[src/rtl/board_pkg.sv]
// Shared definitions for the 16x16 board write path: dimensions, point codes,
// response status codes, writer FSM states and the latched request.
package board_pkg;

  localparam int BOARD_DIM = 16;

  typedef enum logic [1:0] {
    EMPTY = 2'b00,
    BLACK = 2'b01,
    WHITE = 2'b10,
    RSVD  = 2'b11
  } point_t;

  typedef enum logic [1:0] {
    ST_OK       = 2'b00,
    ST_OCCUPIED = 2'b01,
    ST_ILLEGAL  = 2'b10
  } status_t;

  typedef enum logic [1:0] {
    IDLE,
    CHECK,
    RESP,
    CLEAR
  } writer_state_t;

  typedef struct packed {
    logic [3:0] x;
    logic [3:0] y;
    logic [1:0] color;
  } wr_req_t;

endpackage

[src/rtl/y_coordinate_select_write.sv]
// Point insert: returns the row with only point y (bits [2y+1:2y]) replaced.
// Mirror of the per-row read selector used on the read path.
module y_coordinate_select_write
  import board_pkg::*;
(
  input  logic [2*BOARD_DIM-1:0] row,
  input  logic [3:0]             y,
  input  logic [1:0]             value,
  output logic [2*BOARD_DIM-1:0] new_row
);

  // Copy the row, then overwrite the addressed 2-bit point
  always_comb begin
    new_row = row;
    new_row[{y, 1'b0} +: 2] = value;
  end

endmodule

[src/rtl/board_point_writer.sv]
// Write-side owner of the 16x16 board. Accepts single-point placements over
// valid/ready, checks legality, inserts the point, and runs a 16-cycle
// sequenced clear. Optional macro OVERWRITE_GUARD_EN rejects writes to
// occupied points with status 01; without it occupied points are overwritten.
module board_point_writer
  import board_pkg::*;
(
  input  logic                   clk,
  input  logic                   reset,
  input  logic                   wr_valid,
  output logic                   wr_ready,
  input  logic [3:0]             wr_x,
  input  logic [3:0]             wr_y,
  input  logic [1:0]             wr_color,
  input  logic                   clr_start,
  output logic                   busy,
  output logic                   done,
  output logic [1:0]             status,
  output logic [8:0]             move_count,
  input  logic [3:0]             rd_x,
  output logic [2*BOARD_DIM-1:0] rd_row
);

`ifdef OVERWRITE_GUARD_EN
  localparam logic GUARD = 1'b1;
`else
  localparam logic GUARD = 1'b0;
`endif

  writer_state_t state, state_nxt;
  wr_req_t       req;
  logic [BOARD_DIM-1:0][2*BOARD_DIM-1:0] board;
  logic [3:0]    clr_row;
  logic [8:0]    cnt;
  logic [1:0]    st_q;

  logic [2*BOARD_DIM-1:0] cur_row, ins_row;
  logic [1:0] cur_pt;
  logic       illegal, occupied, do_write, accept;
  logic [1:0] chk_status;

  assign cur_row = board[req.x];
  assign cur_pt  = cur_row[{req.y, 1'b0} +: 2];

  y_coordinate_select_write u_ins (
    .row     (cur_row),
    .y       (req.y),
    .value   (req.color),
    .new_row (ins_row)
  );

  // Legality of the latched request against the current point
  always_comb begin
    illegal    = (req.color == EMPTY) || (req.color == RSVD);
    occupied   = (cur_pt != EMPTY);
    do_write   = !illegal && !(GUARD && occupied);
    chk_status = ST_OK;
    if (illegal)                chk_status = ST_ILLEGAL;
    else if (GUARD && occupied) chk_status = ST_OCCUPIED;
  end

  // State register
  always_ff @(posedge clk) begin
    if (reset) state <= IDLE;
    else       state <= state_nxt;
  end

  // Next state and handshake outputs; clear request wins over a write in IDLE
  always_comb begin
    state_nxt = state;
    wr_ready  = 1'b0;
    done      = 1'b0;
    busy      = (state != IDLE);
    case (state)
      IDLE: begin
        if (clr_start) state_nxt = CLEAR;
        else begin
          wr_ready = 1'b1;
          if (wr_valid) state_nxt = CHECK;
        end
      end
      CHECK: state_nxt = RESP;
      RESP: begin
        done      = 1'b1;
        state_nxt = IDLE;
      end
      CLEAR: if (clr_row == 4'd15) state_nxt = RESP;
      default: state_nxt = IDLE;
    endcase
  end

  assign accept     = wr_ready && wr_valid;
  assign status     = st_q;
  assign move_count = cnt;

  // Board storage, request latch, occupancy counter and clear sequencer
  always_ff @(posedge clk) begin
    if (reset) begin
      board   <= '0;
      req     <= '0;
      cnt     <= '0;
      st_q    <= ST_OK;
      clr_row <= '0;
    end else begin
      case (state)
        IDLE: begin
          if (accept)    req     <= '{x: wr_x, y: wr_y, color: wr_color};
          if (clr_start) clr_row <= '0;
        end
        CHECK: begin
          if (do_write) board[req.x] <= ins_row;
          // Count only empty->occupied transitions; overwrites leave it alone
          if (do_write && !occupied) cnt <= cnt + 9'd1;
          st_q <= chk_status;
        end
        CLEAR: begin
          board[clr_row] <= '0;
          clr_row        <= clr_row + 4'd1;
          if (clr_row == 4'd15) begin
            cnt  <= '0;
            st_q <= ST_OK;
          end
        end
        default: ;
      endcase
    end
  end

  // Registered row read; a same-cycle write is seen one cycle later
  always_ff @(posedge clk) begin
    if (reset) rd_row <= '0;
    else       rd_row <= board[rd_x];
  end

endmodule

[config.mk]
export PLATFORM = sky130hd
export DESIGN_NAME = board_point_writer
export DESIGN_NICKNAME = d
export VERILOG_FILES = /design/src/rtl/board_pkg.sv /design/src/rtl/y_coordinate_select_write.sv /design/src/rtl/board_point_writer.sv
export SDC_FILE = /design/constraint.sdc
export NUM_CORES = 2
export LEC_CHECK = 0
export ABC_AREA = 1
export BUFFER_PORTS_ARGS = -buffer_cell sky130_fd_sc_hd__buf_4
export CAP_MARGIN = 20
export CORE_AREA = 5 5 250 252
export DETAILED_ROUTE_END_ITERATION = 8
export DIE_AREA = 0 0 255 257
export GPL_TIMING_DRIVEN = 1
export PLACE_DENSITY = 0.71
export RECOVER_POWER = 100
export SLEW_MARGIN = 20
export SYNTH_ARGS = -nofsm -noshare
export SYNTH_HDL_FRONTEND = slang
export SYNTH_SLANG_ARGS = --single-unit
[constraint.sdc]
create_clock -name clk -period 7.4 [get_ports clk]
set_input_delay 0.74 -clock clk [delete_from_list [all_inputs] [get_ports clk]]
set_output_delay 0.74 -clock clk [all_outputs]
set_load 0.01 [all_outputs]
# Yosys cells after proc, flatten, opt, wreduce, memory -nomap -nowiden
# Index checks and enable logic that the tools add are counted.
# totals
register_bits	571
inputBits	18
out_inout_bits	46
elab_cells	93
# op_classes
add_sub_neg	3
n_lt_le_gt_ge	5
n_eq_ne	10
shift	3
n_mux	27
bitwise	2
reduce_logical	19
# op_table
cell	n
512-bit case mux with 2 select lines	1
512-bit AND	1
512-bit bitwise mux	1
512-bit 2-to-1 mux	1
512-bit inverter	1
32-bit binary-select mux with 4-bit select	2
32-bit demux with 4-bit select	2
32-bit 2-to-1 mux	4
32-bit bitwise mux	1
2-bit by 7-bit variable shift with 32-bit output (first input constant)	1
2-bit by 7-bit variable part select with 32-bit output	1
32-bit by 6-bit variable part select with 2-bit output	1
9-bit 2-to-1 mux	2
9-bit case mux with 2 select lines	1
4-bit by 5-bit less-than comparator with 1-bit output (second input constant)	3
2-bit 2-to-1 mux	5
2-bit AND reduction	5
9-bit by 1-bit adder with 9-bit output (second input constant)	1
4-bit by 1-bit greater-or-equal comparator with 1-bit output (second input constant)	2
2-bit != test (second input constant)	4
2-bit case mux with 4 select lines	1
4-bit case mux with 2 select lines	1
2-bit nonzero test	4
5-bit negator with 7-bit output	1
13 further kinds	22

# Depth between registers and ports, before layout
# depth
ltp_word	8
mapped_depth	19
depth_no_buf	17

# Hierarchy
# A second synthesis with hierarchy kept.
# unflattened
cells_unflattened	5266
hier_area_um2	32487.4
# by_module_without_submodules
mod	instances	cells_each	area_each_um2
board_point_writer	1	5106	31692.9
y_coordinate_select_write	1	160	794.5

# Worst setup path before layout
# OpenSTA, ideal clock, no wires.
# synth_path
path_kind	reg-to-reg
start	register req[2] (netlist name)
end	register board[421] (netlist name)
setup_time_ns	0.128
t_arrival_ns	2.484
required_ns	7.272
path_slack_ns	4.788
path_stages_with_launch	17
path_buffers	4
period_less_slack_ns	2.612
path_cell_list	dfxtp_1 -> clkbuf_1 -> inv_1 -> buf_2 -> ha_1 -> xnor2_1 -> inv_1 -> buf_2 -> nor2_1 -> inv_1 -> nor2_1 -> inv_1 -> o21ai_0 -> buf_2 -> o22ai_1 -> inv_1 -> nor2_1
# synth_via
elab_chain_cells	6
word_cells_on_any_way	7
# synth_lines
item	line	source
from (decl)	board_point_writer.sv:31	wr_req_t req;
from (signal assigned)	board_point_writer.sv:107	if (accept) req <= '{x: wr_x, y: wr_y, color: wr_color};
5-bit negator with 7-bit output *	y_coordinate_select_write.sv:15	new_row[{y, 1'b0} +: 2] = value;
2-bit by 7-bit variable part select with 32-bit output / 2-bit by 7-bit variable shift with 32-bit output (equally long branches)	y_coordinate_select_write.sv:15	
32-bit bitwise mux *	y_coordinate_select_write.sv:15	
512-bit bitwise mux *	board_point_writer.sv:111	if (do_write) board[req.x] <= ins_row;
512-bit 2-to-1 mux *	board_point_writer.sv:111	
512-bit case mux with 2 select lines *	board_point_writer.sv:105	case (state)
to (signal, indexed assignment)	board_point_writer.sv:111	
to (decl)	board_point_writer.sv:32	logic [BOARD_DIM-1:0][2*BOARD_DIM-1:0] board;
# Mark *: on every way between the ends. The rest lies on a longest branch, timed or not. The select of a mux whose other input is x is not followed.
# A chain may end at the register's enable or synchronous reset.

# Final worst setup path
# layout_path
start	input port reset
end	register rd_row[25]
# layout_lines
item	line	source
from (decl)	board_point_writer.sv:9	input logic reset,
to (signal assigned)	board_point_writer.sv:132	else rd_row <= board[rd_x];
to (decl)	board_point_writer.sv:21	output logic [2*BOARD_DIM-1:0] rd_row
# No word-level cell between the ends.

==> results_dict.tcl <==
set metrics [dict create \
    dieArea_mm2 0.0655 \
    postCtsSetupBuffers 0 \
    skew_ps 30.2 \
    finalNonFillerCells 5868 \
    fmax_ghz 0.169 \
    antenna_found_initial 3 \
    slew_headroom_pct -292 \
    place.detailed.hpwl_mm 84.6 \
    routedWlPerCell_um 23.8 \
    dr.pass1.iters 7 \
    numCtsBuffers 66 \
    avgSynthCellArea_um2 6.25 \
    grt_overflow 0 \
    area_delta_synth_final_pct 7.89 \
    via_per_inst 6.27 \
    drv_slew 141 \
    hold_violations 0 \
    grt_pass1_vias 33700 \
    syn-instance-count 5221 \
    gp_congestion 1.01 \
    period_minus_slack_ps 5920 \
    chipWidth_um 255 \
    placedCellCount 5749 \
    worstPathMaxFanout 140 \
    maxCapViolCount 1 \
    io_buffers 62 \
    grt.total_usage_pct 40.6 \
    ys.warnings.count 0 \
    htree_num_levels 3 \
    core_mm2 0.0599 \
    tns_ps 0 \
    start_util_pct 54.5 \
    synth_compound_area_share_pct 27.1 \
    clockBufferDepth 3 \
    synth_fp_nets 5247 \
    ir_drop_uv 193 \
    post_cts_resized 0 \
    setup_viol 0 \
    post-route-util_pct 58.8 \
    drive_gt1_share_pct 6.06 \
    cp-start-kind "primary input" \
    ctsHoldBuffers 0 \
    synth_xor_area_share_pct 0.215 \
    syn_area_mm2 0.0327 \
    yosys.area_share.simple_pct 23.5 \
    synth_top_family_by_area "compound AO/OA/AOI/OAI gates" \
    crit_type "in2reg" \
    dieHeight_um 257 \
    io-pin-count 64 \
    wirelength_mm 139 \
    grt_max_degree 175 \
    rsz0062_at_grt "false" \
    clock-sinks 570 \
    cts-root-buf "clkbuf_16" \
    synth_mux_area_share_pct 0 \
    ant_nets 0 \
    worstHoldPathType "in2reg" \
    cp-end-kind "register" \
    worst_ep_arrival_time_ps 6370 \
    synth_fa_ha_area_share_pct 0.307 \
    outcome "complete, but fails checks" \
    yosysSeqAreaShare_pct 34.9 \
    ys_seq_elements 570 \
    p_leak_nw 13.0 \
    via_count 36800 \
    failed_checks "max-capacitance violations, max-slew violations" \
    hold_ws_ps 400 \
    required_ps 7850 \
    clk_latency_ps 630 \
    post-place-ws_ps 2870 \
    setup_ws_ps 1480 \
    row_count 90 \
    clk_pin_slew_ps 60 \
    layout.nets 5061 \
    fin_crit_sh_pct 80.0 \
    drt_iter0_drc 5652 \
    grt_pass1_wl_mm 206 \
    synth.distinct_cells 41 \
    cts_tree "yes" \
    power.density_mw_per_mm2 216 \
    tightest_slew_ps 5880 \
    route.detailed.drc 0 \
]
-- layout by cell type, fill, tap and decap left out, types with 13 or more instances in the layout --
| master | count |
|---|---|
| a21oi_1 | 559 |
| a221oi_1 | 73 |
| a31oi_1 | 53 |
| buf_4 | 97 |
| clkbuf_1 | 59 |
| clkbuf_16 | 69 |
| clkbuf_8 | 19 |
| dfxtp_1 | 568 |
| inv_1 | 721 |
| nand2_1 | 1058 |
| nand3_1 | 227 |
| nand4_1 | 33 |
| nor2_1 | 492 |
| nor2_2 | 13 |
| o211ai_1 | 59 |
| o21ai_0 | 542 |
| o21ai_1 | 21 |
| o22ai_1 | 270 |
| or2_2 | 41 |
-- flip-flops by register name, summed over array words and instances (netlist names) --
register	count
rd_row	32
move_count	9
clr_row	4
status	1
req	10
state	2
board	512
-- worst paths after layout --
path / startpoint / end / slack (ps) / cells past startpoint
max: reset / rd_row[25] / 1480 / 3
min: clr_start / state[1] / 400 / 3
max reg2reg: req[6] / board[52] / 2450 / 9
min reg2reg: board[482] / board[482] / 470 / 2
-- where the power goes --
| group | internal, mW | switching [mW] |
|---|---|---|
| clock | 2.00 | 1.39 |
| combinational | 0.206 | 0.807 |
| sequential | 3.13 | 0.0606 |
-- logic make-up after synthesis --
| family | after synthesis |
|---|---|
| XOR/XNOR | 8 |
| other | 1 |
| AND/OR/NAND/NOR | 1894 |
| AO/OA/AOI/OAI | 1595 |
| flip-flops | 570 |
| adder cells (fa/ha/maj) | 8 |
| buffers and inverters | 1145 |
-- Yosys cell counts --
library cell / number / area, um^2
a211oi_1: 3 / 22.5
a21oi_1: 560 / 2800
a21oi_2: 1 / 8.76
a221oi_1: 73 / 639
a31oi_1: 53 / 332
a31oi_2: 1 / 12.5
buf_1: 25 / 93.8
buf_2: 69 / 345
buf_4: 30 / 225
buf_6: 3 / 33.8
clkbuf_1: 277 / 1040
clkinv_1: 6 / 22.5
conb_1: 1 / 3.75
dfxtp_1: 570 / 11400
ha_1: 8 / 100
inv_1: 722 / 2710
inv_2: 12 / 45.0
inv_4: 1 / 6.26
nand2_1: 1061 / 3980
nand2_2: 2 / 12.5
nand2_4: 1 / 11.3
nand3_1: 227 / 1140
nand3_2: 1 / 10.0
nand3_4: 1 / 17.5
nand4_1: 33 / 206
nor2_1: 502 / 1880
nor2_2: 9 / 56.3
nor2_4: 4 / 45.0
nor3_1: 8 / 40.0
o211ai_1: 59 / 443
o21ai_0: 545 / 2730
o21ai_1: 21 / 105
o21ai_2: 7 / 61.3
o221ai_1: 1 / 8.76
o22ai_1: 270 / 1690
o31ai_1: 1 / 7.51
or2_0: 2 / 12.5
or2_1: 2 / 12.5
or2_2: 41 / 257
xnor2_1: 4 / 35.0
xor2_1: 4 / 35.0
-- layout make-up --
type                       count  area (um^2)
antenna                        3         7.51
clock buffer                 102         2040
clock inverter                14          155
fill                        5989        24700
inverter                     741         2790
multi-input combinational   3506        16800
sequential                   570        11400
tap                          782          978
timing repair buffer         150         1030
-- critical path, cell delays in order --
cell and delay (ps):
clkdlybuf4s25_1 4280, buf_4 1040, a21oi_1 190
-- metrics by stage --
step | power [mW] | cell area [um^2]
final | 7.59 | 35200
after CTS | 7.54 | 35400
after global placement | 4.21 | 33200
after global routing | 7.76 | 35200
after floorplan | 3.83 | 32700
after detailed placement | 4.22 | 33200
-- per-layer routing --
metal | up-vias | global-route usage (%) | wire, um
met5 | - | 0 | 18
met4 | 2 | 29.4 | 12600
met3 | 705 | 9.41 | 18400
met2 | 2745 | 59.5 | 57600
met1 | 16600 | 52.3 | 50900
li1 | 16800 | - | -
Note: power is estimated with default switching activity, not from simulation.
